[config.mk]
export PLATFORM = sky130hd
export DESIGN_NAME = muldiv_ctrl
export DESIGN_NICKNAME = d
export VERILOG_FILES = /design/src/rtl/muldiv_ctrl_pkg.sv /design/src/rtl/muldiv_ctrl_div.sv /design/src/rtl/muldiv_ctrl.sv
export SDC_FILE = /design/constraint.sdc
export NUM_CORES = 2
export LEC_CHECK = 0
export CORE_MARGIN = 2
export CORE_UTILIZATION = 45
export DETAILED_ROUTE_END_ITERATION = 10
export PLACE_DENSITY = 0.72
export SYNTH_ARGS = -nofsm -noshare
export SYNTH_HDL_FRONTEND = slang
export SYNTH_SLANG_ARGS = --single-unit
[constraint.sdc]
create_clock -name clk -period 11.5 [get_ports clk]
set_input_delay 1.15 -clock clk [delete_from_list [all_inputs] [get_ports clk]]
set_output_delay 1.15 -clock clk [all_outputs]
set_load 0.02 [all_outputs]
[src/rtl/muldiv_ctrl_pkg.sv]
// Shared types and helpers for the multiply/divide sequencer and its iterative divider.
package muldiv_ctrl_pkg;

    typedef enum logic [1:0] {MD_MULT, MD_MULTU, MD_DIV, MD_DIVU} muldiv_op_t;
    typedef enum logic [1:0] {IDLE, MUL, DIV} md_state_t;

    localparam int DIV_ITERS = 32;
    localparam int CNT_W     = 6;

    // Oldest-first: lane 0 wins whenever it is pending.
    function automatic logic pick_lane(input logic [1:0] mask);
        return mask[0] ? 1'b0 : 1'b1;
    endfunction

    function automatic logic op_is_div(input muldiv_op_t op);
        return (op == MD_DIV) || (op == MD_DIVU);
    endfunction

    function automatic logic op_is_signed(input muldiv_op_t op);
        return (op == MD_MULT) || (op == MD_DIV);
    endfunction

endpackage

[src/rtl/muldiv_ctrl_div.sv]
// Radix-2 restoring unsigned 32/32 divider: first iteration on the start edge,
// done pulses for one cycle after the 32nd iteration.
module div_iter
    import muldiv_ctrl_pkg::*;
(
    input  logic        clk,
    input  logic        reset,
    input  logic        start,
    input  logic        abort,
    input  logic [31:0] a,
    input  logic [31:0] b,
    output logic        done,
    output logic [31:0] q,
    output logic [31:0] r
);

    logic [31:0]      rem_q, rem_d, quo_q, quo_d, dvs_q, dvs_d;
    logic [CNT_W-1:0] cnt_q, cnt_d;
    logic             busy_q, busy_d, done_q, done_d;
    logic [31:0]      src_rem, src_quo, src_dvs;
    logic [32:0]      shifted, diff;

    // NOTE: every signal assigned here gets a default first so no path can infer a latch.
    always_comb begin
        src_rem = start ? 32'd0 : rem_q;
        src_quo = start ? a : quo_q;
        src_dvs = start ? b : dvs_q;
        shifted = {src_rem, src_quo[31]};
        diff    = shifted - {1'b0, src_dvs};

        rem_d  = rem_q;
        quo_d  = quo_q;
        dvs_d  = dvs_q;
        cnt_d  = cnt_q;
        busy_d = busy_q;
        done_d = 1'b0;

        if (abort) begin
            busy_d = 1'b0;
            cnt_d  = '0;
        end else if (start || busy_q) begin
            // Borrow out of the 33-bit trial subtraction means the divisor did not fit.
            if (diff[32]) begin
                rem_d = shifted[31:0];
                quo_d = {src_quo[30:0], 1'b0};
            end else begin
                rem_d = diff[31:0];
                quo_d = {src_quo[30:0], 1'b1};
            end
            dvs_d  = src_dvs;
            busy_d = 1'b1;
            cnt_d  = start ? CNT_W'(1) : cnt_q + CNT_W'(1);
            if (!start && cnt_q == CNT_W'(DIV_ITERS - 1)) begin
                busy_d = 1'b0;
                done_d = 1'b1;
                cnt_d  = '0;
            end
        end
    end

    // NOTE: sequential state uses non-blocking assignments only, so every flop samples pre-edge values.
    always_ff @(posedge clk or posedge reset) begin
        if (reset) begin
            rem_q  <= '0;
            quo_q  <= '0;
            dvs_q  <= '0;
            cnt_q  <= '0;
            busy_q <= 1'b0;
            done_q <= 1'b0;
        end else begin
            rem_q  <= rem_d;
            quo_q  <= quo_d;
            dvs_q  <= dvs_d;
            cnt_q  <= cnt_d;
            busy_q <= busy_d;
            done_q <= done_d;
        end
    end

    assign done = done_q;
    assign q    = quo_q;
    assign r    = rem_q;

endmodule

[src/rtl/muldiv_ctrl.sv]
// Arbiter/sequencer for the shared multiply/divide unit: serves requesting lanes
// oldest-first, stalls issue while busy and returns one tagged HI/LO result per request.
module muldiv_ctrl
    import muldiv_ctrl_pkg::*;
#(
    parameter int MUL_LAT = 3
) (
    input  logic        clk,
    input  logic        reset,
    input  logic [1:0]  req,
    input  muldiv_op_t  op0,
    input  muldiv_op_t  op1,
    input  logic [31:0] srca0,
    input  logic [31:0] srcb0,
    input  logic [31:0] srca1,
    input  logic [31:0] srcb1,
    input  logic        flush,
    output logic        stall,
    output logic        res_valid,
    output logic        res_lane,
    output logic [31:0] hi,
    output logic [31:0] lo
);

    md_state_t        state_q, state_d;
    logic [CNT_W-1:0] counter_q, counter_d;
    logic [1:0]       served_q, served_d;
    logic             lane_q, lane_d;
    muldiv_op_t       op_q, op_d;
    logic [31:0]      a_q, a_d, b_q, b_d;
    logic [63:0]      pipe_q [MUL_LAT-1];

    logic        signed_op, sign_a, sign_b;
    logic [63:0] ext_a, ext_b, prod;
    logic [31:0] mag_a, mag_b, div_q, div_r;
    logic        div_start, div_done;
    logic        complete, load;
    logic [1:0]  load_mask, remaining;
    logic [31:0] res_hi, res_lo;

    // Zero-extension for unsigned ops makes the low 64 bits of one multiplier correct for both.
    assign signed_op = op_is_signed(op_q);
    assign sign_a    = signed_op & a_q[31];
    assign sign_b    = signed_op & b_q[31];
    assign ext_a     = {{32{sign_a}}, a_q};
    assign ext_b     = {{32{sign_b}}, b_q};
    assign prod      = ext_a * ext_b;
    assign mag_a     = sign_a ? 32'd0 - a_q : a_q;
    assign mag_b     = sign_b ? 32'd0 - b_q : b_q;
    assign div_start = (state_q == DIV) && (counter_q == '0);

    div_iter u_div (
        .clk   (clk),
        .reset (reset),
        .start (div_start),
        .abort (flush),
        .a     (mag_a),
        .b     (mag_b),
        .done  (div_done),
        .q     (div_q),
        .r     (div_r)
    );

    always_comb begin
        state_d   = state_q;
        counter_d = counter_q;
        served_d  = served_q;
        lane_d    = lane_q;
        op_d      = op_q;
        a_d       = a_q;
        b_d       = b_q;
        complete  = 1'b0;
        load      = 1'b0;
        load_mask = '0;
        remaining = '0;
        res_hi    = '0;
        res_lo    = '0;

        case (state_q)
            IDLE: begin
                load      = (req != 2'b00);
                load_mask = req;
            end
            MUL: begin
                counter_d = counter_q + CNT_W'(1);
                if (counter_q == CNT_W'(MUL_LAT - 1)) begin
                    complete = 1'b1;
                    {res_hi, res_lo} = pipe_q[MUL_LAT-2];
                end
            end
            DIV: begin
                counter_d = counter_q + CNT_W'(1);
                if (div_done) begin
                    complete = 1'b1;
                    if (b_q == 32'd0) begin
                        res_hi = a_q;
                        res_lo = 32'hFFFF_FFFF;
                    end else begin
                        res_lo = (sign_a ^ sign_b) ? 32'd0 - div_q : div_q;
                        res_hi = sign_a ? 32'd0 - div_r : div_r;
                    end
                end
            end
            default: state_d = IDLE;
        endcase

        if (complete) begin
            served_d  = served_q | (lane_q ? 2'b10 : 2'b01);
            remaining = req & ~served_d;
            if (remaining != 2'b00) begin
                load      = 1'b1;
                load_mask = remaining;
            end else begin
                state_d  = IDLE;
                served_d = '0;
            end
        end

        if (load) begin
            lane_d    = pick_lane(load_mask);
            op_d      = lane_d ? op1 : op0;
            a_d       = lane_d ? srca1 : srca0;
            b_d       = lane_d ? srcb1 : srcb0;
            counter_d = '0;
            state_d   = op_is_div(op_d) ? DIV : MUL;
        end

        // Abort outranks a same-cycle completion: the result is dropped.
        if (flush) begin
            state_d   = IDLE;
            served_d  = '0;
            counter_d = '0;
            complete  = 1'b0;
        end
    end

    always_ff @(posedge clk or posedge reset) begin
        if (reset) begin
            state_q   <= IDLE;
            counter_q <= '0;
            served_q  <= '0;
            lane_q    <= 1'b0;
            op_q      <= MD_MULT;
            a_q       <= '0;
            b_q       <= '0;
        end else begin
            state_q   <= state_d;
            counter_q <= counter_d;
            served_q  <= served_d;
            lane_q    <= lane_d;
            op_q      <= op_d;
            a_q       <= a_d;
            b_q       <= b_d;
        end
    end

    // NOTE: pure datapath pipeline, no reset; its contents are only observed when the FSM says so.
    always_ff @(posedge clk) begin
        pipe_q[0] <= prod;
        for (int i = 1; i < MUL_LAT - 1; i++) begin
            pipe_q[i] <= pipe_q[i-1];
        end
    end

    assign stall     = (req != 2'b00) && !(complete && remaining == 2'b00) && !flush && !reset;
    assign res_valid = complete;
    assign res_lane  = complete & lane_q;
    assign hi        = res_hi;
    assign lo        = res_lo;

endmodule

; After elaboration in Yosys (flattened, before gate mapping)
; Memories as Yosys holds them, arrays and structs flattened.
; Index checks and enable logic that the tools add are counted.
[op_classes]
n_mux = 55
n_bitwise = 8
eq_ne = 7
reduce_logical = 26
n_mul = 1
addsub = 7
[op_table]
columns = cell, count
row1 = two-way mux 32 bit, 16
row2 = one-hot mux 32 bit (2 select lines), 2
row3 = subtractor 1 x 32 -> 32 bit (first input constant), 4
row4 = multiplier 33 x 33 -> 64 bit, 1
row5 = two-way mux 6 bit, 7
row6 = subtractor 33 x 32 -> 33 bit, 1
row7 = logical NOT 32 bit, 1
row8 = two-way mux 2 bit, 12
row9 = two-way mux 1 bit, 17
row10 = adder 6 x 1 -> 6 bit (second input constant), 2
row11 = == test 2 bit (second input constant), 4
row12 = nonzero test 2 bit, 4
row13 = == test 6 x 2 -> 1 bit (second input constant), 1
row14 = == test 6 x 5 -> 1 bit (second input constant), 1
row15 = logical AND 1 bit, 6
row16 = logical NOT 2 bit, 3
row17 = logical NOT 6 bit, 1
row18 = logical NOT 1 bit, 4
row19 = bitwise AND 1 bit, 3
row20 = logical OR 1 bit, 3
row21 = nonzero test 3 bit, 1
row22 = OR reduction 3 bit, 1
row23 = bitwise AND 2 bit, 1
row24 = == test 2 x 1 -> 1 bit (second input constant), 1
row25 = 7 further kinds, 7
[totals]
output_inout_bits = 67
reg_bits = 181
inputBits = 137
memories = 1
ram_bits = 128
[mem_list]
columns = memory, words, width, read_ports, rd_clocked_by_memory_dff, write_ports, line
row1 = pipe_q, 2, 64, 2, 0, 2, muldiv_ctrl.sv:31  ; logic [63:0] pipe_q [MUL_LAT-1];

; Logic depth before layout (Yosys ltp)
[logic_depth]
ltp_word = 13
mapped_depth = 34

; Hierarchy
; A second synthesis with hierarchy kept.
[unflattened]
cells_unflattened = 6154
hier_area_um2 = 55152.9
[modules_own_cells]
columns = mod, instances, area_per_inst_um2, cells_per_inst
row1 = muldiv_ctrl, 1, 48158.7, 5376
row2 = div_iter, 1, 6994.2, 778

; Least setup slack after synthesis
; OpenSTA, ideal clock, no wires.
[synth_path]
kind = reg2reg
start = register a_q[31]
end = memory pipe_q[0][62]
slack_ps = 2806
period_less_slack_ps = 8694
arrival_ps = 8622
t_required_ps = 11428
setup_ps = 72
path_stages_with_launch = 35
cell_sequence = dfrtp_1 -> clkbuf_1 -> nor2b_1 -> clkbuf_1 -> clkbuf_1 -> clkbuf_1 -> clkbuf_1 -> nand2_1 -> inv_1 -> fa_1 -> inv_1 -> fa_1 -> inv_1 -> fa_1 -> inv_1 -> fa_1 -> inv_1 -> fa_1 -> fa_1 -> fa_1 -> inv_1 -> fa_1 -> inv_1 -> ha_1 -> clkbuf_1 -> a21o_1 -> a21oi_1 -> o2111ai_1 -> o2bb2ai_1 -> a221oi_1 -> a31oi_1 -> a31oi_1 -> nand3_1 -> a31oi_1 -> xnor2_1
[synth_rtl]
columns = element, line
row1 = "start, declared", muldiv_ctrl.sv:30  ; logic [31:0] a_q, a_d, b_q, b_d;
row2 = "start signal, assigned", muldiv_ctrl.sv:144  ; a_q <= '0;
row3 = "start signal, assigned", muldiv_ctrl.sv:152  ; a_q <= a_d;
row4 = "end, declared", muldiv_ctrl.sv:31

==> qor.yml <==
outcome:
  status: "finished, final reports clean"
synthesis:
  syn_area_per_cell_um2: 8.829
  synthCells: 6210
  ys_types: 79
  syn_nets: 7729
  yosys_warnings: 0
  synth-edff-count: 0
  syn_area_mm2: 0.05483
  synth_top_flop_cell: "dfrtp_1"
  async_flop_share_pct: 58.44
  ys_seq_elements: 308
  yosysSeqAreaShare_pct: 12.89
sta:
  max-slew-margin-rel_pct: 21.01
  finalHoldViolations: 0
  worst_hold_slack_ps: 323.0
  period_needed_ps: 9166
  fmax_mhz: 109.1
  worst_slew_pin_slew_ps: 1181
  setup_viol: 0
  finalCritPeriodShare_pct: 79.70
  tns_ps: 0
  rsz0062_at_grt: "no"
  fin_skew_ps: 33.55
  slew_viol_final: 0
detailed_routing:
  drt-pass1-iter-count: 7
  ant_nets: 0
  drc: 0
  drtIter0Drc: 3565
  routedWlPerCell_um: 20.89
  vias: 43030
  routed_wl_um: 163500
  viasPerCell: 5.497
setup_path:
  endpoint: "pipe_q[0][62]"
  cpMostUsedCell: "fa_1"
  slowest_stage: "fa_1"
  critPathKind: "flip-flop to flip-flop"
  worst_r2r_endpoint: "pipe_q[0][62]"
  critPathCaptureType: "flip-flop"
  startpoint_type: "flip-flop"
  rr_startpoint: "op_q[0]"
  critPathLaunch: "op_q[0]"
  cp.arrival_ps: 9670
  crit_required_ps: 12000
  r2r_setup_slack_ps: 2330
  critPathMaxFanout: 52
  r2r_cells: 24
  cpPeakStageDelay_ps: 810
  crit_chain: "nor2b_4, buf_4, nand2_1, fa_1, fa_1, fa_1, fa_1, inv_1, fa_1, fa_1, inv_1, fa_1, inv_1, fa_1, ha_1, a21oi_1, o2111ai_1, o2bb2ai_1, a221oi_1, a31oi_1, a31oi_1, nand3_1, a31oi_1, xnor2_1"
flow_run:
  cap_violations: 0
global_routing:
  grt_max_degree: 119
  grt_use_total_pct: 26.76
  grt_util_met2_pct: 43.46
  met3_usage_pct: 5.504
  grt.overflow.total: 0
  grt-busiest-layer: "met2"
  grt_pass1_vias: 45720
  grt_antenna_before_repair: 9
  grt_pass1_wl_um: 258700
  grtUsageMet1_pct: 34.89
placement:
  gp_congestion: 0.9659
  dpl.hpwl_um: 128300
  numPortBuffers: 203
  placed_area_mm2: 0.05830
min_path:
  hold_path_class: "flip-flop to flip-flop"
  min-delay-start: "pipe_q[0][34]"
clock_tree:
  cts_resized: 0
  cts_num_sinks: 308
  cts.clk_slew.worst_paths_ps: 70
  clockRootBuffer: "clkbuf_16"
  clockBufferDepth: 3
  numCtsBuffers: 37
  cts_tree: "built"
  postCtsSetupBuffers: 0
  clk_latency_ps: 600
  htree_levels: 2
  ctsHoldBuffers: 0
final_layout:
  final_common_cell: "inv_1"
  nFillCells: 11340
  fin_area_mm2: 0.05960
  fin_nets: 7691
  areaGrowthSynthToFinish_pct: 8.704
  final_cell_mix: "1192 x inv_1, 1126 x fa_1, 1050 x nand2_1"
  drive_above_1_share_pct: 3.387
die:
  rows: 128
  die_h_um: 353.0
  initial_core_util_pct: 45.16
  die_area_mm2: 0.1246
  dieWidth_um: 353.0
  core-area_mm2: 0.1214
  ios: 204
==> kinds of logic after synthesis <==
family | count (synthesis) | share of synthesized area (%)
multiplexers | 74 | 1.353
buffers and inverters | 1585 | 10.92
XOR/XNOR | 215 | 3.435
AND/OR/NAND/NOR | 1862 | 15.59
adder cells (fa/ha/maj) | 1382 | 46.96
AO/OA/AOI/OAI | 784 | 8.850
flip-flops | 308 | 12.89
==> worst min-delay path by stage <==
stage                           endpoint  slack, ps  cells after the start
after global routing      pipe_q[0][112]        330                      0
after floorplan           pipe_q[0][100]        310                      0
after detailed placement   pipe_q[0][83]        310                      0
after CTS                  pipe_q[0][98]        310                      0
after global placement    pipe_q[0][114]        310                      0
final                      pipe_q[0][98]        320                      0
==> critical path, delay by kind of cell, from the launching register on <==
kind / cells / cell delay (ps)
fa+ha+maj: 9 / 4760
compound gates: 7 / 1900
buf+inv: 4 / 860
simple gates: 3 / 830
flops: 1 / 590
xor+xnor: 1 / 140
==> flip-flops by register name (all words and copies together), names as in the netlist, 2 cells and up <==
register and flops:
counter_q 6, u_div.cnt_q 6, u_div.r 32, served_q 2, u_div.q 32, state_q 2
pipe_q 128, a_q 32, u_div.dvs_q 32, b_q 32
==> per-layer routing <==
metal	share of wire [%]	wire length (um)	vias to the layer above
met5	0.031	51	-
met4	5.0	8239	8
met3	10	16330	445
met2	46	75260	2043
met1	39	63650	21880
li1	-	-	18650
==> per-stage QoR <==
step | utilization [%] | setup WS (ps) | std cells
floorplan | - | 2806 | 6210
global placement | 48.03 | 2581 | 7758
detailed placement | 48.03 | 2432 | 7758
CTS | 49.09 | 2361 | 7826
global route | 49.09 | 1908 | 7826
finish | 49.09 | 2334 | 7827
==> final cells by class <==
type	count	area [um^2]	area share, %
Sequential cell	308	7067	11.86
Timing Repair Buffer	315	2885	4.841
Clock buffer	52	1096	1.839
Inverter	1193	4486	7.526
Clock inverter	16	196.4	0.3296
Multi-Input combinational cell	4317	41830	70.19
Antenna cell	1	2.502	0.004199
Tap cell	1625	2033	3.412
==> synth_stat cells (22+ instances only) <==
library cell / n / area (um^2)
a21boi_0: 38 / 285.3
a21o_1: 40 / 300.3
a21oi_1: 196 / 980.9
and2_1: 405 / 2534
and3_1: 22 / 137.6
buf_1: 52 / 195.2
clkbuf_1: 317 / 1190
dfrtp_1: 180 / 4504
dfxtp_1: 128 / 2562
fa_1: 1126 / 22540
ha_1: 256 / 3203
inv_1: 1193 / 4478
mux2i_1: 73 / 730.7
nand2_1: 1051 / 3945
nand2b_1: 26 / 162.7
nand3_1: 24 / 120.1
nor2_1: 206 / 773.2
nor3_1: 37 / 185.2
o211ai_1: 84 / 630.6
o21ai_0: 244 / 1221
o31ai_1: 27 / 202.7
xnor2_1: 124 / 1086
xor2_1: 91 / 797.0
Power is not shown: default switching activity piles up to over one toggle a cycle in this logic, so the estimate is an artifact.
